===== src/rtl/cdf_data_path_pkg.sv =====
// Shared constants, FSM encoding and the equalization scaling helper for the
// histogram-equalization CDF pass.
package hist_eq_pkg;

  localparam int LANE_WIDTH    = 32;
  localparam int LANES         = 4;
  localparam int BINS          = 256;
  localparam int PIXELS        = 65536;
  localparam int DEF_HIST_BASE = 0;
  localparam int DEF_CDF_BASE  = 64;

  typedef enum logic [2:0] {
    S_IDLE = 3'd0,
    S_RD   = 3'd1,
    S_ACC  = 3'd2,
    S_WR   = 3'd3,
    S_FIN  = 3'd4
  } state_t;

  // Maps a raw CDF value to an 8-bit LUT entry for a PIXELS-pixel image.
  function automatic logic [31:0] scale_lane(input logic [31:0] cdf);
    logic [39:0] prod;
    logic [39:0] shifted;
    prod    = {8'd0, cdf} * 40'(BINS - 1);
    shifted = prod >> $clog2(PIXELS);
    if (shifted > 40'(BINS - 1)) return 32'(BINS - 1);
    return {24'd0, shifted[7:0]};
  endfunction

endpackage


===== src/rtl/cdf_data_path_if.sv =====
// Scratch-memory port of the CDF pass: one read channel and one write channel.
interface cdf_data_path_if;
  // Strobe semantics: read_enable/write_enable are single-cycle strobes with no
  // back-pressure; rdata is valid exactly one cycle after read_enable, and
  // addresses/wdata are held at 0 whenever their strobe is low.
  logic         read_enable;
  logic [15:0]  read_address;
  logic [127:0] rdata;
  logic         write_enable;
  logic [15:0]  write_address;
  logic [127:0] wdata;

  modport master (
    output read_enable, read_address, write_enable, write_address, wdata,
    input  rdata
  );

  modport slave (
    input  read_enable, read_address, write_enable, write_address, wdata,
    output rdata
  );
endinterface


===== src/rtl/cdf_data_path_prefix_adder.sv =====
// Combinational 4-lane prefix adder: lane j = total + sum of input lanes 0..j,
// all modulo 2^LANE_W.
module cdf_prefix_adder
  import hist_eq_pkg::*;
#(
  parameter int LANE_W = LANE_WIDTH
) (
  input  logic [LANE_W-1:0]       total,
  input  logic [LANES*LANE_W-1:0] word,
  output logic [LANES*LANE_W-1:0] cdf
);

  logic [LANE_W-1:0] acc;

  always_comb begin
    acc = total;
    cdf = '0;
    for (int j = 0; j < LANES; j++) begin
      acc = acc + word[j*LANE_W +: LANE_W];
      cdf[j*LANE_W +: LANE_W] = acc;
    end
  end

endmodule


===== src/rtl/cdf_data_path.sv =====
// Reads the histogram word by word, writes the running CDF back to scratch.
// Build option: define CDF_SCALE_EN to write 8-bit equalization LUT entries.
module cdf_data_path
  import hist_eq_pkg::*;
#(
  parameter int HIST_BASE  = DEF_HIST_BASE,
  parameter int CDF_BASE   = DEF_CDF_BASE,
  parameter int HIST_WORDS = 64,
  parameter int LANE_W     = LANE_WIDTH
) (
  input  logic              clock,
  input  logic              reset,
  input  logic              start,
  cdf_data_path_if.master   scratch,
  output logic              busy,
  output logic              done,
  output state_t            state_dbg
);

  localparam logic [15:0] LAST_K = 16'(HIST_WORDS - 1);

  state_t                    state;
  logic [15:0]               k;
  logic [LANE_W-1:0]         total;
  logic [LANE_W-1:0]         cdf_last;
  logic [LANES*LANE_W-1:0]   cdf_word;
  logic [LANES*LANE_W-1:0]   out_word;

  assign state_dbg = state;

  cdf_prefix_adder #(.LANE_W(LANE_W)) u_prefix (
    .total (total),
    .word  (scratch.rdata),
    .cdf   (cdf_word)
  );

`ifdef CDF_SCALE_EN
  for (genvar j = 0; j < LANES; j++) begin : g_scale
    assign out_word[j*LANE_W +: LANE_W] = scale_lane(cdf_word[j*LANE_W +: LANE_W]);
  end
`else
  assign out_word = cdf_word;
`endif

  always_ff @(posedge clock) begin
    if (reset) begin
      state                 <= S_IDLE;
      k                     <= '0;
      total                 <= '0;
      cdf_last              <= '0;
      busy                  <= 1'b0;
      done                  <= 1'b0;
      scratch.read_enable   <= 1'b0;
      scratch.read_address  <= '0;
      scratch.write_enable  <= 1'b0;
      scratch.write_address <= '0;
      scratch.wdata         <= '0;
    end else begin
      case (state)
        S_IDLE: begin
          if (start) begin
            state                <= S_RD;
            busy                 <= 1'b1;
            scratch.read_enable  <= 1'b1;
            scratch.read_address <= 16'(HIST_BASE) + k;
          end
        end
        S_RD: begin
          state                <= S_ACC;
          scratch.read_enable  <= 1'b0;
          scratch.read_address <= '0;
        end
        S_ACC: begin
          // rdata is valid now; the running total stays raw even when scaled.
          state                 <= S_WR;
          cdf_last              <= cdf_word[(LANES-1)*LANE_W +: LANE_W];
          scratch.write_enable  <= 1'b1;
          scratch.write_address <= 16'(CDF_BASE) + k;
          scratch.wdata         <= out_word;
        end
        S_WR: begin
          scratch.write_enable  <= 1'b0;
          scratch.write_address <= '0;
          scratch.wdata         <= '0;
          total                 <= cdf_last;
          k                     <= k + 16'd1;
          if (k < LAST_K) begin
            state                <= S_RD;
            scratch.read_enable  <= 1'b1;
            scratch.read_address <= 16'(HIST_BASE) + k + 16'd1;
          end else begin
            state <= S_FIN;
            done  <= 1'b1;
          end
        end
        S_FIN: begin
          state <= S_IDLE;
          done  <= 1'b0;
          busy  <= 1'b0;
          k     <= '0;
          total <= '0;
        end
        default: state <= S_IDLE;
      endcase
    end
  end

endmodule


===== src/flat_wrapper.sv =====
// flat-port wrapper written by rule: the top's interface ports become plain ports
module cdf_data_path_flat import hist_eq_pkg::*;
#(
  parameter int HIST_BASE  = DEF_HIST_BASE,
  parameter int CDF_BASE   = DEF_CDF_BASE,
  parameter int HIST_WORDS = 64,
  parameter int LANE_W     = LANE_WIDTH
)
  (clock, reset, start, busy, done, state_dbg, scratch_read_enable, scratch_read_address, scratch_write_enable, scratch_write_address, scratch_wdata, scratch_rdata);
  cdf_data_path_if scratch_i ();
  input  logic clock;
  input  logic reset;
  input  logic start;
  output logic busy;
  output logic done;
  output state_t state_dbg;
  output wire logic [$bits(scratch_i.read_enable)-1:0] scratch_read_enable;
  output wire logic [$bits(scratch_i.read_address)-1:0] scratch_read_address;
  output wire logic [$bits(scratch_i.write_enable)-1:0] scratch_write_enable;
  output wire logic [$bits(scratch_i.write_address)-1:0] scratch_write_address;
  output wire logic [$bits(scratch_i.wdata)-1:0] scratch_wdata;
  input wire logic [$bits(scratch_i.rdata)-1:0] scratch_rdata;
  assign scratch_read_enable = scratch_i.read_enable;
  assign scratch_read_address = scratch_i.read_address;
  assign scratch_write_enable = scratch_i.write_enable;
  assign scratch_write_address = scratch_i.write_address;
  assign scratch_wdata = scratch_i.wdata;
  assign scratch_i.rdata = scratch_rdata;
  cdf_data_path #(.HIST_BASE(HIST_BASE), .CDF_BASE(CDF_BASE), .HIST_WORDS(HIST_WORDS), .LANE_W(LANE_W)) u_core (.clock(clock), .reset(reset), .start(start), .scratch(scratch_i), .busy(busy), .done(done), .state_dbg(state_dbg));
endmodule

===== config.mk =====
export PLATFORM = sky130hd
export DESIGN_NAME = cdf_data_path_flat
export DESIGN_NICKNAME = d
export VERILOG_FILES = /design/src/rtl/cdf_data_path_pkg.sv /design/src/rtl/cdf_data_path_if.sv /design/src/rtl/cdf_data_path_prefix_adder.sv /design/src/rtl/cdf_data_path.sv /design/src/flat_wrapper.sv
export SDC_FILE = /design/constraint.sdc
export NUM_CORES = 1
export LEC_CHECK = 0
export CAP_MARGIN = 20
export CORE_ASPECT_RATIO = 0.7
export CORE_MARGIN = 2
export CORE_UTILIZATION = 45
export CTS_CLUSTER_SIZE = 16
export DETAILED_ROUTE_END_ITERATION = 10
export DONT_BUFFER_PORTS = 1
export GPL_TIMING_DRIVEN = 0
export HOLD_SLACK_MARGIN = 0.1
export SLEW_MARGIN = 30
export SYNTH_ARGS = -nofsm -noshare
export SYNTH_HDL_FRONTEND = slang
export SYNTH_SLANG_ARGS = --single-unit

===== constraint.sdc =====
create_clock -name clock -period 16.45 [get_ports clock]
set_clock_uncertainty 0.1 [all_clocks]
set_input_delay 4.1125 -clock clock [delete_from_list [all_inputs] [get_ports clock]]
set_output_delay 4.1125 -clock clock [all_outputs]
set_load 0.01 [all_outputs]

==> results of run 1 <==
cells in the mapped netlist (all sizes together) (3+ instances only):
library cell,instances
o41ai,3
o211ai,15
a21o,77
a21boi,3
o21ai,80
a31oi,12
a22o,33
o2111ai,3
a21oi,181
a311oi,11
nor4,3
inv,43
fa,4
a22oi,98
xnor2,75
a211oi,20
o211a,5
or3,8
mux2i,4
clkbuf,86
nor3,22
o31ai,5
o21bai,16
buf,5
nand2,151
and3,23
dfxtp,247
xor2,43
nand3b,4
nand2b,22
nor2,218
nor3b,10
or2,5
and2,4
nor2b,7
a221o,3
nand4,13
a2111oi,4
and4,3
nand3,33
o21a,19
ha,137
a221oi,5
power by group through the flow:
stage	logic [mW]	registers (mW)	clock network, mW
after floorplan	0.761	0.742	0
after global placement	1.03	0.768	0
after detailed placement	1.04	0.769	0
after CTS	1.05	0.756	0.654
after global routing	1.17	0.762	0.678
final	1.07	0.757	0.648
layout by cell type (no fill, tap or decap), drive strengths merged, types with 7 or more instances in the layout:
cell    Yosys  routed
dfxtp     247     247
nor2      218     218
a21oi     181     181
nand2     151     151
ha        137     137
clkbuf     86     118
a22oi      98      98
o21ai      80      80
a21o       77      77
xnor2      75      75
inv        43      44
xor2       43      43
nand3      33      33
a22o       33      33
and3       23      23
nor3       22      22
nand2b     22      22
a211oi     20      20
o21a       19      19
o21bai     16      16
o211ai     15      15
nand4      13      13
a31oi      12      12
a311oi     11      11
nor3b      10      10
or3         8       8
nor2b       7       7
state kept, by name, indices dropped and copies added (netlist names):
name                          count
u_core.total                     32
u_core.scratch.read_address      16
u_core.scratch.write_enable       1
u_core.k                         16
u_core.done                       1
u_core.busy                       1
u_core.state_dbg                  3
u_core.scratch.read_enable        1
u_core.scratch.wdata            128
u_core.scratch.write_address     16
u_core.cdf_last                  32
layer usage:
layer,GRT usage,share of wire
met3,0.0787,0.091
met5,0,0.0012
met2,0.426,0.41
met4,0.0805,0.029
met1,0.431,0.47
cells by family (layout without fill, tap and decap cells):
| group | after synthesis | count (layout) |
|---|---|---|
| flip-flops | 247 | 247 |
| AND/OR/NAND/NOR | 527 | 527 |
| multiplexers | 4 | 4 |
| XOR/XNOR | 120 | 120 |
| other | 0 | 2 |
| AO/OA/AOI/OAI | 614 | 614 |
| buffers and inverters | 134 | 182 |
| adder cells (fa/ha/maj) | 141 | 141 |
worst max-delay path by stage:
| stage | depth (start not counted) | from | slack (ps) | endpoint |
|---|---|---|---|---|
| after global placement | 35 | scratch_rdata[0] | 3460 | u_core.scratch.wdata[127]$_SDFFE_PP0P_ |
| after detailed placement | 35 | scratch_rdata[0] | 3390 | u_core.cdf_last[31]$_SDFFE_PP0P_ |
| after floorplan | 37 | scratch_rdata[0] | 5140 | u_core.cdf_last[31]$_SDFFE_PP0P_ |
| after global routing | 35 | scratch_rdata[0] | 3330 | u_core.cdf_last[31]$_SDFFE_PP0P_ |
| after CTS | 35 | scratch_rdata[0] | 3950 | u_core.cdf_last[31]$_SDFFE_PP0P_ |
| final | 35 | scratch_rdata[0] | 3840 | u_core.cdf_last[31]$_SDFFE_PP0P_ |
per-stage QoR:
step	instances	hold slack, ps	util	setup WS [ps]
after floorplan	1787	323	-	5140
after global placement	2214	337	0.475	3460
after detailed placement	2214	341	0.475	3390
after CTS	2262	351	0.504	3950
after global routing	2262	374	0.504	3330
final	2264	348	0.504	3840
final cells by class:
type,instances,share of cell area
diodes,2,0.000307
plain buffers,91,0.0210
clock buffers,32,0.0432
clock inverters,16,0.0138
inverters,43,0.00991
multi-input cells,1406,0.576
flip-flops and latches,247,0.303
well taps,427,0.0328
worst max-delay path, delay by kind of cell:
family,cells,cell delay (ps)
AO/OA/AOI/OAI,16,3990
AND/OR/NAND/NOR,9,1810
adder cells (fa/ha/maj),5,1800
XOR/XNOR,5,1230
==> summary by stage, run 1 <==
Finish
After filler insertion, the fill cell instance count of the layout stands at 3185. The share of post-route cells with drive strength above 1 is 0.0343. The multi-input combinational cell area is 9380 um2. The area used by sequential logic in the layout is 4940 um2. Once layout is done, the placed cells without fillers occupy 16300 um2. Compared with the post-synthesis result, the final layout area differs by 9.90%.

For this run, the post-layout net count is 2087.

Yosys
Synthesis produced a netlist whose cell count is 1787. The top-area cell type share of the netlist area is 0.334. The adder-cell area share of the yosys netlist is 0.121. The post-synthesis net count is 2059. The fraction of synthesized cell area in xor and xnor cells is 0.0729. The multiplexer share of the synthesized area is 0.00270. The number of distinct standard cells referenced by the synthesized netlist is 72. The number of enable-type register cells in the synthesized netlist is 0. The warning count from the yosys run is 0. The synthesized-area fraction occupied by and/or/nand/nor cells is 0.157.

The cell taking the most area after synthesis is sky130_fd_sc_hd__dfxtp_1. The post-synthesis cell area is 14800 um2. The post-synthesis async set-or-reset flop share is 0.

A synthesized cell averages 8.30 um2. The post-synthesis compound-gate area fraction is 0.279. Counting flops and latches in the post-synthesis netlist gives 247.

The combinational family with the most area after synthesis is compound AO/OA/AOI/OAI gates. Of the synthesized area, sequential elements account for 0.334. Sorting the synthesized cells by area gives the leading types as sky130_fd_sc_hd__dfxtp_1, sky130_fd_sc_hd__ha_1, sky130_fd_sc_hd__a21oi_1, sky130_fd_sc_hd__nor2_1, sky130_fd_sc_hd__a22oi_1. The main flop type after synthesis is sky130_fd_sc_hd__dfxtp_1.

Critical path
The critical path start-end classification is in2reg. The slowest cell on the critical path is sky130_fd_sc_hd__o41ai_1. The number of cells on the worst reg-to-reg path is 35. Across all register-to-register paths, the minimum setup slack is 7030 ps. The arrival time of data at the critical path endpoint is roughly 13000 ps. STA classifies the critical path startpoint as a primary input. For the worst setup path, the data required time is roughly 17000 ps. In this run the critical register-to-register path is captured at u_core.cdf_last[31]$_SDFFE_PP0P_. The highest net fanout along the worst path is 5. The largest single stage delay on the critical path is 670 ps. The startpoint of the most critical register-to-register path is u_core.total[0]$_SDFFE_PP0P_. STA classifies the critical path endpoint as a register.

Power
Of the total power, registers draw 0.305. In this run the power spent charging and discharging nets is 1.05 mW. The share of total power dissipated in the clock network is 0.262. Of the total power, the share spent switching nets is 0.422. The share of total power dissipated in combinational logic is 0.433. The peak supply drop is 88.8 uV.

The internal portion of the total power is 1.43 mW. The power density of the placed cells is 152 nW/um2. In this run the static leakage power is 6.82 nW. The total power after layout is 2.48 mW.

Clock network
Clock-pin slew was measured on the worst setup and hold paths at 60 ps. The source-to-sink clock delay at the later pin of the worst-skew pair is 590 ps. The TritonCTS clock tree is yes.

The count of clock tree sinks is 247. The clock root buffer is sky130_fd_sc_hd__clkbuf_16. Buffers inserted to repair hold after CTS numbered 0. Once the clock tree was built, the resizer swapped 0 gates to a different size. The setup fix buffers added after clock tree synthesis is 0. The worst-case clock buffer depth is 3.

The number of CTS-inserted buffers is 26. The number of levels the H-tree was split into is 1.

Routing
The DRC violation total after the first TritonRoute iteration is 1453. The first detailed-routing pass took 6 iterations. After detailed routing, the number of vias per cell comes to 6.12. After detailed routing, the average wire length per cell comes to 23.7 um. For this block, the via count after detailed routing is between 10000 and 15000. The number of DRC violations after detailed routing is 0. In this run the remaining antenna-violating nets after routing total 0. Summed over all layers, the routed wires come to 53600 um.

Floorplanning
The die covers approximately 34000 um2. Row generation in the floorplan step produced 55 rows. For this design the top-level I/O count stands at 298. The core region is 32300 um2. The initial standard-cell utilization of the core is 0.458.

The die is ~220 um wide. In this run the vertical extent of the chip is 156 um.

Place
After legalization and detailed placement, the total HPWL measured 43000 um. The total placed instance area is 15400 um2. Routability-driven placement finished with a final weighted congestion of between 0.9 and 1. The number of buffers inserted by port buffering is 0.

Timing
The max-slew violation count came to 0. The setup violation total in the final timing report is 0. Setup total negative slack on the finished layout was measured at 0 ps.

Timing would allow up to approximately 0.079 GHz. Setup repair after global routing left no endpoint under its margin. The number of hold violations in the final report is 0. The actual transition at the worst max-transition pin is 983 ps. In this run the tightest slew margin relative to its limit is 0.344. In the finished design, the share of the clock period the worst path needs comes to 0.766. The clock period minus final worst setup slack is 12610 ps.

Worst hold path
The worst hold path begins at u_core.cdf_last[26]$_SDFFE_PP0P_. The min-delay analysis places its worst path in the category reg2reg. The worst-case hold path end point is u_core.cdf_last[26]$_SDFFE_PP0P_. The hold path depth is 2.

GRT
The total track usage is 0.296. Entering global routing, the biggest net connects 15 pins. The number of antenna violations at the first check in global routing came to 6. The total global routing overflow is 0.

The global-route wire length before repair is 78100 um. The via count of the first global-routing pass was 12500.

Status
The flow ran to the end, and the final reports show no timing, DRC or antenna violations.

Job
The tool flagged a number of max-cap violations equal to 0.
Power figures use the tool's default switching activity.
==> run 2: changes to the inputs <==
Clock period 16.45 ns to 12.7 ns, I/O delays scaled along.
==> results of run 2 <==
The final DEF is identical to that of run 1. Status: finished clean.
Among the figures that moved: setup slack after placement 3390 ps -> 580 ps; setup slack after layout 3840 ps -> 1030 ps; register-to-register setup slack 7030 ps -> 3280 ps; total power 2.48 mW -> 3.21 mW; worst IR drop on VDD 88.8 uV -> 115 uV
==> run 3: changes to the inputs <==
Settings changed: SLEW_MARGIN 30 to 20.
==> results of run 3 <==
The final DEF is identical to that of run 1. Status: finished clean.
Among the figures that moved: setup slack after placement 3390 ps -> 580 ps; setup slack after layout 3840 ps -> 1030 ps; register-to-register setup slack 7030 ps -> 3280 ps; total power 2.48 mW -> 3.21 mW; worst IR drop on VDD 88.8 uV -> 115 uV
